===== src/rtl/run_ctrl_pkg.sv =====
// ----------------------------------------------------------------------------
// run_ctrl_pkg
// Shared types and constants for the run controller.
//   run_state_t : controller states (IDLE, CRST, RUN, PAUSE, STEP, HALT)
//   RST_CNT_W   : width of the core-reset hold down-counter
// ----------------------------------------------------------------------------
package run_ctrl_pkg;

    typedef enum logic [2:0] {
        IDLE  = 3'd0,
        CRST  = 3'd1,
        RUN   = 3'd2,
        PAUSE = 3'd3,
        STEP  = 3'd4,
        HALT  = 3'd5
    } run_state_t;

    localparam int RST_CNT_W = 8;

endpackage


===== src/rtl/run_ctrl_sat_counter.sv =====
// ----------------------------------------------------------------------------
// sat_counter
// Up-counter that sticks at all-ones instead of wrapping.
// Parameters:
//   W      : counter width
// Ports:
//   clk    in  : clock, rising edge
//   reset  in  : asynchronous active-low reset (count -> 0)
//   clear  in  : synchronous clear, wins over enable
//   enable in  : increment by one when not already saturated
//   count  out : current count
// ----------------------------------------------------------------------------
module sat_counter #(
    parameter int W = 32
) (
    input  logic         clk,
    input  logic         reset,
    input  logic         clear,
    input  logic         enable,
    output logic [W-1:0] count
);

    // Clear has priority so a restart always begins from zero; once all-ones
    // is reached the count holds.
    always_ff @(posedge clk or negedge reset) begin
        if (!reset) begin
            count <= '0;
        end else if (clear) begin
            count <= '0;
        end else if (enable && (count != '1)) begin
            count <= count + W'(1);
        end
    end

endmodule


===== src/rtl/run_ctrl.sv =====
// ----------------------------------------------------------------------------
// run_ctrl
// Run controller sequencing the 16-bit fst core: owns the core reset and
// clock enable, provides start / stop / single-step, detects halt and counts
// enabled core cycles.
// Optional feature macro: RUN_WDT_EN (watchdog forcing HALT after WDT_LIMIT
// enabled cycles without a halt; wdt_expired tied to 0 when undefined).
// Parameters:
//   CNT_W      : width of cycle_cnt
//   RST_CYCLES : cycles core_reset is held on a start from IDLE/HALT (1..255)
//   WDT_LIMIT  : watchdog threshold in enabled cycles (RUN_WDT_EN only)
// Ports:
//   clk         in  : system clock, rising edge
//   reset       in  : asynchronous active-low reset
//   start_req   in  : pulse, start / resume / restart
//   stop_req    in  : pulse, pause
//   step_req    in  : pulse, one core cycle while paused
//   is_halt     in  : halt indication from the core
//   core_reset  out : active-high core reset
//   core_en     out : core clock enable
//   running     out : 1 in RUN
//   halted      out : 1 in HALT
//   step_done   out : one-cycle pulse after each step
//   cycle_cnt   out : enabled core cycles since last full start (saturating)
//   wdt_expired out : sticky watchdog flag
// ----------------------------------------------------------------------------
module run_ctrl
    import run_ctrl_pkg::*;
#(
    parameter int CNT_W      = 32,
    parameter int RST_CYCLES = 3,
    parameter int WDT_LIMIT  = 1000000
) (
    input  logic             clk,
    input  logic             reset,
    input  logic             start_req,
    input  logic             stop_req,
    input  logic             step_req,
    input  logic             is_halt,
    output logic             core_reset,
    output logic             core_en,
    output logic             running,
    output logic             halted,
    output logic             step_done,
    output logic [CNT_W-1:0] cycle_cnt,
    output logic             wdt_expired
);

    if ((RST_CYCLES < 1) || (RST_CYCLES > 255) || (WDT_LIMIT < 1)) begin : g_bad_param
        $error("run_ctrl: illegal parameter value");
    end

    run_state_t             state;
    run_state_t             state_next;
    logic [RST_CNT_W-1:0]   rst_cnt;
    logic                   enter_crst;
    logic                   wdt_hit;

    // Outputs decode only from registered state, so no request input has a
    // combinational path to any output.
    assign core_reset = (state == IDLE) || (state == CRST);
    assign core_en    = (state == RUN)  || (state == STEP);
    assign running    = (state == RUN);
    assign halted     = (state == HALT);

    // A full (re)start: cycle count, watchdog flag and reset hold all restart.
    assign enter_crst = (state_next == CRST) && (state != CRST);

`ifdef RUN_WDT_EN
    localparam logic [CNT_W-1:0] WDT_TH = CNT_W'(WDT_LIMIT - 1);

    // Compare with >= so a count pushed past the threshold by steps while
    // paused still trips on the first resumed RUN cycle.
    assign wdt_hit = (state == RUN) && !is_halt && (cycle_cnt >= WDT_TH);

    // Sticky until the next full restart.
    always_ff @(posedge clk or negedge reset) begin
        if (!reset) begin
            wdt_expired <= 1'b0;
        end else if (enter_crst) begin
            wdt_expired <= 1'b0;
        end else if (wdt_hit) begin
            wdt_expired <= 1'b1;
        end
    end
`else
    assign wdt_hit     = 1'b0;
    assign wdt_expired = 1'b0;
`endif

    // State register.
    always_ff @(posedge clk or negedge reset) begin
        if (!reset) begin
            state <= IDLE;
        end else begin
            state <= state_next;
        end
    end

    // Next-state logic. Priority order inside RUN and PAUSE matters when
    // several inputs are active on the same edge.
    always_comb begin
        state_next = state;
        case (state)
            IDLE: begin
                if (start_req) state_next = CRST;
            end
            CRST: begin
                if (rst_cnt == '0) state_next = RUN;
            end
            RUN: begin
                if (is_halt)       state_next = HALT;
                else if (wdt_hit)  state_next = HALT;
                else if (stop_req) state_next = PAUSE;
            end
            PAUSE: begin
                if (stop_req)       state_next = PAUSE;
                else if (step_req)  state_next = STEP;
                else if (start_req) state_next = RUN;
            end
            STEP: begin
                state_next = is_halt ? HALT : PAUSE;
            end
            HALT: begin
                if (start_req) state_next = CRST;
            end
            default: state_next = IDLE;
        endcase
    end

    // Reset-hold counter: loaded with RST_CYCLES-1 on entry so CRST lasts
    // exactly RST_CYCLES cycles.
    always_ff @(posedge clk or negedge reset) begin
        if (!reset) begin
            rst_cnt <= '0;
        end else if (enter_crst) begin
            rst_cnt <= RST_CNT_W'(RST_CYCLES - 1);
        end else if ((state == CRST) && (rst_cnt != '0)) begin
            rst_cnt <= rst_cnt - RST_CNT_W'(1);
        end
    end

    // step_done follows the single STEP cycle by one clock.
    always_ff @(posedge clk or negedge reset) begin
        if (!reset) begin
            step_done <= 1'b0;
        end else begin
            step_done <= (state == STEP);
        end
    end

    sat_counter #(
        .W (CNT_W)
    ) u_cycle_cnt (
        .clk    (clk),
        .reset  (reset),
        .clear  (enter_crst),
        .enable (core_en),
        .count  (cycle_cnt)
    );

endmodule


===== config.mk =====
export PLATFORM = sky130hd
export DESIGN_NAME = run_ctrl
export DESIGN_NICKNAME = d
export VERILOG_FILES = /design/src/rtl/run_ctrl_pkg.sv /design/src/rtl/run_ctrl_sat_counter.sv /design/src/rtl/run_ctrl.sv
export SDC_FILE = /design/constraint.sdc
export NUM_CORES = 1
export LEC_CHECK = 0
export CAP_MARGIN = 20
export CORE_MARGIN = 5
export CORE_UTILIZATION = 40
export CTS_CLUSTER_SIZE = 20
export DETAILED_ROUTE_END_ITERATION = 16
export HOLD_SLACK_MARGIN = 0.05
export PLACE_DENSITY = 0.66
export REMOVE_ABC_BUFFERS = 1
export SETUP_SLACK_MARGIN = 0.4
export SLEW_MARGIN = 0
export SYNTH_ARGS = -nofsm -noshare
export SYNTH_HDL_FRONTEND = slang
export SYNTH_SLANG_ARGS = --single-unit

===== constraint.sdc =====
create_clock -name clk -period 2.1 [get_ports clk]
set_clock_uncertainty 0.15 [all_clocks]
set_input_delay 0.315 -clock clk [delete_from_list [all_inputs] [get_ports clk]]
set_output_delay 0.315 -clock clk [all_outputs]
set_load 0.02 [all_outputs]

After elaboration in Yosys (flattened, before gate mapping) --
Cells that the tools add are included.
Cells by class: add/subtract/negate cells 2, equal/unequal tests 8, muxes and demuxes 13, reductions and logical operators 11
Operator list (count):
- 2-to-1 mux 32 bit | 2
- adder 32 x 1 -> 32 bit, second input constant | 1
- != test 32 bit, second input constant | 1
- 2-to-1 mux 3 bit | 8
- 2-to-1 mux 8 bit | 2
- case mux 3 bit (5 select lines) | 1
- zero test 8 bit | 1
- nonzero test 8 bit | 1
- subtractor 8 x 1 -> 8 bit, second input constant | 1
- equality test 3 x 1 -> 1 bit, second input constant | 2
- equality test 3 x 2 -> 1 bit, second input constant | 2
- equality test 3 bit, second input constant | 2
- nonzero test 2 bit | 2
- logical AND 1 bit | 3
- zero test 3 bit | 1
- != test 3 x 1 -> 1 bit, second input constant | 1
- logical OR 1 bit | 2
- OR reduction 2 bit | 1
Storage, ports and cells: register bits 44, input port bits 6, output and inout port bits 38, logic and storage cells 38

Logic depth before layout (Yosys ltp) --
Gate-level depths: netlist of run 1.
depth in word-level cells 7, depth in mapped cells 7, gate-level depth less buffers 7

Modules after synthesis --
A second synthesis of run 1 with hierarchy kept.
Unflattened totals: cells, all modules 275, area total of the unflattened synthesis 2547.4 µm²
Modules (own cells, without submodules):
- sat_counter | instances 1, cells an instance 198, area an instance 1854.3 µm², seq. area each 800.8 µm²
- run_ctrl | instances 1, cells an instance 77, area an instance 693.2 µm², seq. area each 300.3 µm²

Worst setup path after synthesis of run 1 --
No wires, ideal clock.
kind register to register, from register u_cycle_cnt.count[0], to register u_cycle_cnt.count[13], library setup time 0.136 ns, data arrival time 2.012 ns, required time 1.814 ns, slack -0.198 ns, cell stages (with the launch flop) 8, path buffers 1, clock period less this slack 2.298 ns, cells stage by stage dfrtp_1 > ha_1 > nand3_1 > or4_4 > buf_6 > o211ai_2 > or3_1 > a21oi_1
On the way: word-level cells in the longest chain between the ends 3, elaborated cells on any way between the ends 6, those cells by class add/sub (1); eq/ne (1); mux (2); reduce/logical (2)
RTL lines:
- start: declaration | line run_ctrl_sat_counter.sv:20 | output logic [W-1:0] count
- start signal: assignment | line run_ctrl_sat_counter.sv:31 | count <= count + W'(1);
- adder 32 x 1 -> 32 bit / != test 32 bit (equally long branches) | line run_ctrl_sat_counter.sv:31, run_ctrl_sat_counter.sv:30
- 2-to-1 mux 32 bit / logical AND 1 bit (equally long branches) | line run_ctrl_sat_counter.sv:30 | end else if (enable && (count != '1)) begin
- 2-to-1 mux 32 bit / nonzero test 2 bit (equally long branches)
Parallel ways exist; a longest one is shown, timed or not. The select of a mux whose other input is x is not followed. A chain may end at the register's enable or synchronous reset.

Final worst setup path of run 1 --
from register u_cycle_cnt.count[0], to register u_cycle_cnt.count[28]
Same word-level chain as after synthesis.

==> impl_metrics.py, run 1 <==
metrics = {
    "critical_path": {
        "setup.worst_path.end_class": "flip-flop",
        "r2r-start": "u_cycle_cnt.count[0]",
        "rrSetupSlack_ns": -0.1,
        "cp-startpoint": "u_cycle_cnt.count[0]",
        "cp_slowest_stage_delay_ns": 0.66,
        "crit_arrival_ns": 2.24,
        "crit_chain": "ha_2 -> nand3_4 -> or4_4 -> buf_4 -> nor4_4 -> xnor2_1 -> nor2_1",
        "crit_required_ns": 2.14,
        "crit_buf_inv": 1,
        "crit_fanout": 7,
        "reg2regPathDepth": 7,
        "start_kind": "flip-flop",
        "timing.rr.end": "u_cycle_cnt.count[28]",
        "cpMaxStageDelayCell": "or4_4",
        "path_class": "flip-flop to flip-flop",
        "critical_path.top_delay_family": "simple AND/OR/NAND/NOR gates",
    },
    "grt": {
        "antenna_found_initial": 0,
        "first_global_vias": 2625,
        "grt_max_degree": 17,
        "grt_first_pass_wirelength_um": 13200,
        "gr-total-overflow": 0,
        "track_usage_pct": 19.8,
    },
    "cts": {
        "cts_buffer_depth": 2,
        "numCtsBuffers": 5,
        "cts_tree": "done",
        "cts_max_level": 2,
        "cts-root-buf": "clkbuf_8",
        "clock_latency_ns": 0.30,
        "clk_pin_slew_ns": 0.09,
        "numClockSinks": 44,
    },
    "route": {
        "finalWirelength_um": 8460,
        "viasPerCell": 5.60,
        "drt.antenna.violating_nets": 0,
        "drc": 0,
        "wire_per_inst_um": 17.8,
        "firstDrtPassIters": 4,
        "drtIter0Drc": 111,
        "vias": 2666,
    },
    "floorplanning": {
        "io_pins": 44,
        "core-area_um2": 6280,
        "die_h_um": 90.0,
        "rows": 29,
        "fp.dieW_um": 90.0,
        "start_util_pct": 40.8,
        "die_area_um2": 8110,
    },
    "synthesis": {
        "synth_area_um2": 2560,
        "syn_area_per_cell_um2": 9.56,
        "synth_fa_ha_area_share_pct": 0.977,
        "synth_top_family_by_area": "simple AND/OR/NAND/NOR gates",
        "synth_seq_cells": 44,
        "seq_area_frac_synth_pct": 43.0,
        "ys.flop_type": "dfrtp_1",
        "synth-edff-count": 0,
        "yosysWarnings": 0,
        "yosys.area_share.simple_pct": 28.8,
        "synth_xor_area_share_pct": 6.79,
        "synth-async-reset-ratio_pct": 100,
        "synthMuxAreaShare_pct": 0,
        "synth-compound-area-share_pct": 15.7,
        "yosysUniqueCellTypes": 56,
        "synthCells": 268,
    },
    "final_layout": {
        "antenna_cells": 0,
        "drive_gt1_share_pct": 45.4,
        "final_nets": 406,
        "multi_input_area_um2": 1770,
        "register_area_um2": 1110,
        "final_util_pct": 68.0,
        "final_area_um2": 4270,
        "area_growth_pct": 66.6,
        "n_fill_cell": 480,
        "instances_no_fill": 476,
    },
    "run_status": {
        "status": "finished with violations",
        "violations": "setup timing",
    },
    "timing": {
        "rsz0062_at_grt": "true",
        "period_needed_ns": 2.20,
        "fmaxAchievable_mhz": 455,
        "timing.final.ws_setup_ns": -0.0986,
        "period_share_pct": 105,
        "setup-tns-final_ns": -0.545,
        "finalHoldViolations": 0,
        "drv_slew": 0,
        "setup_viol": 11,
    },
    "place": {
        "dp_hpwl_um": 4670,
        "port_buffers": 42,
        "dpl-instance-area_um2": 3340,
        "gp_congestion": 0.836,
        "dp_slack_ns": -0.0376,
        "dp_cells": 418,
    },
    "min_path": {
        "min_path_type": "primary input to asynchronous set/reset pin",
    },
    "run": {
        "cap_viol_max_count": 0,
    },
    "power": {
        "power_switching_mw": 1.55,
        "switching_share_pct": 39.5,
        "total_leakage_power_nw": 1.91,
        "power.density_nw_per_um2": 921,
        "pwr-share-comb_pct": 51.1,
        "seqPwrFrac_pct": 30.9,
        "p_int_mw": 2.38,
        "clkPwrFrac_pct": 17.9,
        "peakVddDrop_mv": 0.873,
    },
}
-- stage by stage --
step / power, mW / hold WS (ns)
final: 3.93 / 0.299
after global routing: 4.16 / 0.330
after CTS: 3.50 / 0.309
after detailed placement: 2.52 / 0.0937
after global placement: 2.49 / 0.0901
after floorplan: 1.92 / -0.131
-- metal layers --
layer	GRT usage (%)	share of wire [%]	vias to the layer above
met4	7.44	2.5	0
met1	24.2	39	1323
met5	0	0	-
met2	33.8	54	81
met3	4.51	5.1	19
li1	-	-	1243
-- cells by family (layout without fill, tap and decap cells) --
logic type      Yosys count  in the layout
other cells               1              1
compound gates           59             61
fa+ha+maj                 2              2
xor+xnor                 19             19
buf+inv                  22            150
simple gates            121            122
flops                    44             44
-- cell usage after synthesis, types with 6 or more instances --
library cell / count / area, um2
dfrtp_1: 44 / 1100
nor2_1: 29 / 109
nand2_1: 22 / 82.6
a21oi_1: 14 / 70.1
nand3_1: 13 / 65.1
xnor2_1: 12 / 105
or3_1: 10 / 62.6
inv_1: 9 / 33.8
nand4_1: 9 / 56.3
o21ai_0: 8 / 40.0
o31ai_1: 8 / 60.1
o21ai_1: 7 / 35.0
o211ai_1: 6 / 45.0
xor2_1: 6 / 52.6
-- power groups by stage --
stage / clock network [mW] / registers [mW] / logic [mW]
2_1_floorplan: 0 / 1.31 / 0.610
3_3_place_gp: 0 / 1.17 / 1.33
3_5_place_dp: 0 / 1.17 / 1.35
4_1_cts: 0.715 / 1.19 / 1.60
5_1_grt: 0.757 / 1.24 / 2.17
6_report: 0.706 / 1.22 / 2.01
-- layout by cell type, fill, tap and decap left out, types with 7 or more instances in the layout --
cell / netlist / final
dlygate4sd2_1: 0 / 26
or3_1: 10 / 8
nand4_1: 9 / 9
a21oi_2: 1 / 7
nor4_4: 2 / 8
nand2_1: 22 / 20
inv_1: 9 / 7
o31ai_1: 8 / 8
a21oi_1: 14 / 7
nor2_1: 29 / 26
xnor2_1: 12 / 10
nand3_1: 13 / 7
buf_4: 5 / 67
buf_6: 2 / 23
o21ai_1: 7 / 8
dfrtp_1: 44 / 40
-- worst max path at each step --
| stage | to | cells past startpoint |
|---|---|---|
| 2_1_floorplan | u_cycle_cnt.count[8] | 5 |
| 3_3_place_gp | u_cycle_cnt.count[15] | 6 |
| 3_5_place_dp | u_cycle_cnt.count[13] | 6 |
| 4_1_cts | u_cycle_cnt.count[23] | 8 |
| 5_1_grt | u_cycle_cnt.count[28] | 7 |
| 6_report | u_cycle_cnt.count[28] | 7 |
-- sequential cells by signal, indices dropped and copies added (netlist names) --
signal             count
u_cycle_cnt.count     32
rst_cnt                8
state                  3
step_done              1
-- what timing repair did --
item	CTS	global route
hold endpoints to repair	12	0
setup buffers	27	19
gates cloned	3	0
hold buffers	1	0
gates resized for setup	107	66
endpoints found under the setup margin	79	49
pin swaps	30	41
-- area by class of cell --
type,instances,share of cell area (%)
flip-flops and latches,44,25.9
inverters,9,0.792
repair buffers,133,26.8
clock buffers,6,1.93
well taps,77,2.26
clock inverters,2,0.909
multi-input cells,205,41.4
(Power assumes the default switching activity.)
==> run 2: changes to the inputs <==
--- a/config.mk
+++ b/config.mk
@@ -11,10 +11,8 @@
 export CTS_CLUSTER_SIZE = 20
 export DETAILED_ROUTE_END_ITERATION = 16
 export HOLD_SLACK_MARGIN = 0.05
-export PLACE_DENSITY = 0.66
 export REMOVE_ABC_BUFFERS = 1
 export SETUP_SLACK_MARGIN = 0.4
-export SLEW_MARGIN = 0
 export SYNTH_ARGS = -nofsm -noshare
 export SYNTH_HDL_FRONTEND = slang
 export SYNTH_SLANG_ARGS = --single-unit
==> constraint.sdc (replaced) <==
create_clock -name clk -period 2.2 [get_ports clk]
set_clock_uncertainty 0.15 [all_clocks]
set_input_delay 0.33 -clock clk [delete_from_list [all_inputs] [get_ports clk]]
set_output_delay 0.33 -clock clk [all_outputs]
set_load 0.02 [all_outputs]
==> impl_metrics.py, run 2 (same netlist as run 1, synthesis figures left out) <==
metrics = {
    "run_status": {
        "status": "completed",
    },
    "run": {
        "cap_viol_max_count": 0,
    },
    "final_layout": {
        "top_regs": "u_cycle_cnt.count (32), rst_cnt (8), state (3)",
        "antenna_cells": 0,
        "drive_gt1_share_pct": 36.0,
        "final_common_cell": "buf_4",
        "mostFrequentLayoutCells": "buf_4, dfrtp_1, dlygate4sd2_1, nor2_1, nand2_1",
        "final_nets": 385,
        "area_growth_pct": 54.9,
        "instances_no_fill": 455,
        "top_register": "u_cycle_cnt.count",
        "largest_register_ffs": 32,
    },
    "timing": {
        "timing.hold.ws_ns": 0.354,
        "fmaxAchievable_mhz": 459,
        "drv_slew": 0,
        "period_share_pct": 99.0,
        "finalHoldViolations": 0,
        "rsz0062_at_grt": "true",
        "setup-tns-final_ns": 0,
        "setup_viol": 0,
        "period_needed_ns": 2.18,
    },
    "critical_path": {
        "cpMaxStageDelayCell": "dfrtp_1",
        "crit_arrival_ns": 2.25,
        "crit_required_ns": 2.28,
        "crit_fanout": 6,
        "reg2regPathDepth": 6,
        "crit_buf_inv": 1,
        "path_class": "flip-flop to flip-flop",
        "crit_chain": "nand4_1 -> nor4_4 -> o2111ai_2 -> buf_6 -> or4_1 -> a21oi_1",
        "setup.worst_path.end_class": "flip-flop",
        "r2r-start": "u_cycle_cnt.count[5]",
        "timing.rr.end": "u_cycle_cnt.count[29]",
        "critical_path.top_delay_family": "simple AND/OR/NAND/NOR gates",
        "rrSetupSlack_ns": 0.02,
        "start_kind": "flip-flop",
        "cp_slowest_stage_delay_ns": 0.46,
    },
    "cts": {
        "clock_latency_ns": 0.29,
        "cts_buffer_depth": 2,
        "cts_tree": "done",
        "numClockSinks": 44,
        "cts-root-buf": "clkbuf_8",
        "clk_pin_slew_ns": 0.09,
        "cts_max_level": 2,
        "numCtsBuffers": 5,
    },
    "route": {
        "firstDrtPassIters": 4,
        "drt.antenna.violating_nets": 0,
        "drtIter0Drc": 86,
        "vias": 2452,
        "wire_per_inst_um": 15.9,
        "finalWirelength_um": 7220,
        "viasPerCell": 5.39,
        "drc": 0,
    },
    "min_path": {
        "hold_depth": 1,
        "min_from": "u_cycle_cnt.count[31]",
        "hold_end": "u_cycle_cnt.count[31]",
        "min_path_type": "flip-flop to flip-flop",
    },
    "grt": {
        "grtUsageMet3_pct": 3.84,
        "grt_util_met1_pct": 21.1,
        "gr-total-overflow": 0,
        "antenna_found_initial": 0,
        "first_global_vias": 2402,
        "grt_first_pass_wirelength_um": 11500,
        "busiest_layer": "met2",
        "grt_max_degree": 26,
        "track_usage_pct": 16.7,
        "use_met2_pct": 29.3,
    },
    "floorplanning": {
        "start_util_pct": 40.8,
        "core-area_um2": 6280,
        "die_area_um2": 8110,
        "die_h_um": 90.0,
        "fp.dieW_um": 90.0,
        "io_pins": 44,
        "rows": 29,
    },
    "power": {
        "total_leakage_power_nw": 1.79,
        "power.density_nw_per_um2": 893,
        "design_power_total_mw": 3.55,
        "peakVddDrop_mv": 0.846,
    },
    "place": {
        "gp_congestion": 0.770,
        "dp_hpwl_um": 4640,
        "dp_cells": 410,
        "port_buffers": 42,
    },
}
## run 2: area by class of cell
type / count / area [um2]
multi-input combinational: 203 / 1630
sequential: 44 / 1100
tap: 77 / 96.3
clock inverter: 2 / 35.0
fill: 531 / 2310
inverter: 9 / 33.8
timing repair buffer: 114 / 998
clock buffer: 6 / 72.6
## run 2: worst reg2reg max path: cells and delay by family, from the launching register on
family / cells / cell delay [ns]
DFF: 1 / 0.46
buffers and inverters: 1 / 0.17
and+or+nand+nor: 3 / 1.04
AOI/OAI and AO/OA: 2 / 0.30
## run 2: stage by stage
step / area (um2) / worst slack (ns) / utilization, %
final: 3970 / 0.0227 / 63.2
after global routing: 3970 / -0.0535 / 63.2
after CTS: 3660 / 0.115 / 58.3
after detailed placement: 3280 / 0.0614 / 52.2
after global placement: 3280 / 0.114 / 52.2
after floorplan: 2480 / -1.29 / -
## run 2: power by group
part	switching [mW]	internal [mW]	total, mW
clock network	0.277	0.337	0.614
registers	0.195	0.968	1.16
logic	0.909	0.859	1.77
total	1.38	2.17	3.55
## run 2: worst max path at each step
stage                               start                     to  slack, ns  cells past startpoint
CTS                  u_cycle_cnt.count[0]  u_cycle_cnt.count[17]       0.12                      6
global route         u_cycle_cnt.count[0]  u_cycle_cnt.count[17]      -0.05                      6
global placement     u_cycle_cnt.count[0]  u_cycle_cnt.count[13]       0.11                      6
floorplan           u_cycle_cnt.count[20]   u_cycle_cnt.count[8]      -1.29                      5
detailed placement   u_cycle_cnt.count[0]  u_cycle_cnt.count[15]       0.06                      6
finish               u_cycle_cnt.count[5]  u_cycle_cnt.count[29]       0.02                      6
## run 2: layer usage
| metal | part of all wire, % | wire (um) | vias up |
|---|---|---|---|
| li1 | - | - | 1203 |
| met1 | 42 | 3060 | 1200 |
| met3 | 4.1 | 298 | 4 |
| met5 | 0 | 0 | - |
| met4 | 0.54 | 39 | 0 |
| met2 | 53 | 3820 | 45 |
## run 2: repair_timing
item                       4_1_cts  5_1_grt
hold buffers                     1        0
gates cloned                     2        0
setup buffers                   19       15
gates resized for setup         67       49
pin swaps                       17       32
hold endpoints to repair        19        0
setup endpoints to repair       75       48
==> run 3: changes to the inputs <==
==> constraint.sdc (replaced) <==
create_clock -name clk -period 2.45 [get_ports clk]
set_clock_uncertainty 0.15 [all_clocks]
set_input_delay 0.49 -clock clk [delete_from_list [all_inputs] [get_ports clk]]
set_output_delay 0.49 -clock clk [all_outputs]
set_load 0.02 [all_outputs]
==> impl_metrics.py, run 3 (same netlist as run 1, synthesis figures left out) <==
metrics = {
    "critical_path": {
        "start_kind": "flip-flop",
        "cp_slowest_stage_delay_ns": 0.58,
        "path_common_cell": "or4_1",
        "path_depth": 4,
        "crit_fanout": 7,
        "critical_path.top_delay_family": "simple AND/OR/NAND/NOR gates",
        "r2r-start": "state[2]",
        "path_class": "flip-flop to flip-flop",
        "rrSetupSlack_ns": 0.34,
        "cpMaxStageDelayCell": "or4_1",
        "setup.worst_path.end_class": "flip-flop",
        "reg2regPathDepth": 4,
        "crit_required_ns": 2.53,
        "crit_buf_inv": 0,
        "crit_arrival_ns": 2.19,
        "timing.rr.end": "u_cycle_cnt.count[9]",
        "crit_chain": "xnor2_1 -> or4_1 -> or4_1 -> a21oi_1",
    },
    "route": {
        "vias": 2255,
        "drc": 0,
        "finalWirelength_um": 6220,
        "firstDrtPassIters": 5,
        "wire_per_inst_um": 14.8,
        "drtIter0Drc": 72,
        "drt.antenna.violating_nets": 0,
        "viasPerCell": 5.38,
    },
    "floorplanning": {
        "io_pins": 44,
        "fp.dieW_um": 90.0,
        "start_util_pct": 40.8,
        "rows": 29,
        "die_area_um2": 8110,
        "core-area_um2": 6280,
        "die_h_um": 90.0,
    },
    "grt": {
        "track_usage_pct": 15.2,
        "first_global_vias": 2109,
        "antenna_found_initial": 0,
        "gr-total-overflow": 0,
        "grt_first_pass_wirelength_um": 10300,
        "grt_max_degree": 25,
    },
    "final_layout": {
        "mostFrequentLayoutCells": "dfrtp_1, buf_4, nor2_1, clkdlybuf4s50_1, nand2_1",
        "final_nets": 350,
        "top_register": "u_cycle_cnt.count",
        "top_regs": "u_cycle_cnt.count (32), rst_cnt (8), state (3)",
        "antenna_cells": 0,
        "largest_register_ffs": 32,
        "area_growth_pct": 39.6,
        "final_common_cell": "dfrtp_1",
        "final_util_pct": 57.0,
        "drive_gt1_share_pct": 26.0,
        "n_fill_cell": 564,
        "instances_no_fill": 419,
    },
    "timing": {
        "period_needed_ns": 2.11,
        "period_share_pct": 86.2,
        "drv_slew": 0,
        "worst_pin_slew_ns": 0.575,
        "slew_headroom_pct": 61.7,
        "rsz0062_at_grt": "true",
        "finalHoldViolations": 0,
        "fmaxAchievable_mhz": 473,
        "setup_viol": 0,
    },
    "place": {
        "port_buffers": 42,
        "gp_congestion": 0.807,
        "dp_hpwl_um": 4330,
        "dp_cells": 393,
    },
    "power": {
        "clkPwrFrac_pct": 18.1,
        "power_switching_mw": 1.05,
        "design_power_total_mw": 2.72,
        "seqPwrFrac_pct": 37.9,
        "peakVddDrop_mv": 0.502,
        "total_leakage_power_nw": 1.58,
        "switching_share_pct": 38.6,
        "p_int_mw": 1.67,
        "pwr-share-comb_pct": 44.0,
        "power.density_nw_per_um2": 761,
    },
    "min_path": {
        "min_path_type": "flip-flop to flip-flop",
        "hold_end": "u_cycle_cnt.count[31]",
        "hold_depth": 1,
        "min_from": "u_cycle_cnt.count[31]",
    },
    "cts": {
        "numCtsBuffers": 5,
        "cts_buffer_depth": 2,
        "clock_latency_ns": 0.30,
        "cts_max_level": 2,
        "cts-root-buf": "clkbuf_8",
        "clk_pin_slew_ns": 0.08,
        "cts_tree": "done",
        "numClockSinks": 44,
    },
    "run_status": {
        "status": "completed",
    },
    "run": {
        "cap_viol_max_count": 0,
    },
}
run 3: cell count changes in the layout (fill, tap and decap cells not counted), sizes merged, moves of 7 or more:
| cell | before | now |
|---|---|---|
| dlymetal6s2s | 3 | 10 |
| dlygate4sd2 | 29 | 5 |
| clkdlybuf4s50 | 5 | 23 |
| buf | 76 | 40 |
run 3: how the worst max path moves through the flow:
| stage | from | endpoint | slack (ns) |
|---|---|---|---|
| 3_3_place_gp | state[1] | core_en | 0.23 |
| 6_report | state[2] | u_cycle_cnt.count[9] | 0.34 |
| 5_1_grt | u_cycle_cnt.count[22] | u_cycle_cnt.count[27] | 0.28 |
| 3_5_place_dp | state[1] | core_en | 0.22 |
| 2_1_floorplan | u_cycle_cnt.count[20] | u_cycle_cnt.count[8] | -1.04 |
| 4_1_cts | state[1] | core_en | 0.30 |
run 3: timing repair:
item	in CTS	in global routing
buffers inserted	7	10
pin swaps	9	13
hold endpoints to repair	6	0
gates cloned	0	1
hold buffers	1	0
resized for setup	24	37
setup endpoints to repair	38	55
run 3: through the flow:
stage          hold WS (ns)  area [um2]  TNS (ns)  setup WS (ns)
6_report              0.366        3580         0          0.337
5_1_grt               0.407        3580         0          0.284
4_1_cts               0.371        3360         0          0.303
3_5_place_dp          0.359        3150         0          0.217
3_3_place_gp          0.362        3150         0          0.232
2_1_floorplan        0.0444        2480    -19.61          -1.04
run 3: layout make-up:
type / count / area, um2 / share of cell area [%]
multi-input cells: 202 / 1480 / 41.4
repair buffers: 80 / 757 / 21.2
well taps: 77 / 96.3 / 2.69
inverters: 9 / 33.8 / 0.945
flip-flops and latches: 44 / 1110 / 31.1
clock buffers: 7 / 96.3 / 2.69
run 3: power groups by stage:
stage / logic [mW] / registers (mW) / clock network (mW)
floorplan: 0.522 / 1.12 / 0
global placement: 1.02 / 1.04 / 0
detailed placement: 1.04 / 1.04 / 0
CTS: 1.10 / 1.03 / 0.512
global route: 1.32 / 1.05 / 0.545
finish: 1.20 / 1.03 / 0.494
run 3: worst register-to-register path, delay by kind of cell, from the launching register on:
kind,cells,cell delay [ns]
and+or+nand+nor,2,1.07
DFF,1,0.47
xor gates and xnor gates,1,0.20
AOI/OAI and AO/OA,1,0.15
run 3: layer usage:
| layer | track usage, % | routed length [um] | up-vias |
|---|---|---|---|
| met1 | 20.2 | 2890 | 1083 |
| li1 | - | - | 1133 |
| met3 | 3.26 | 202 | 3 |
| met5 | 0 | 0 | - |
| met2 | 25.0 | 3100 | 36 |
| met4 | 4.09 | 28 | 0 |
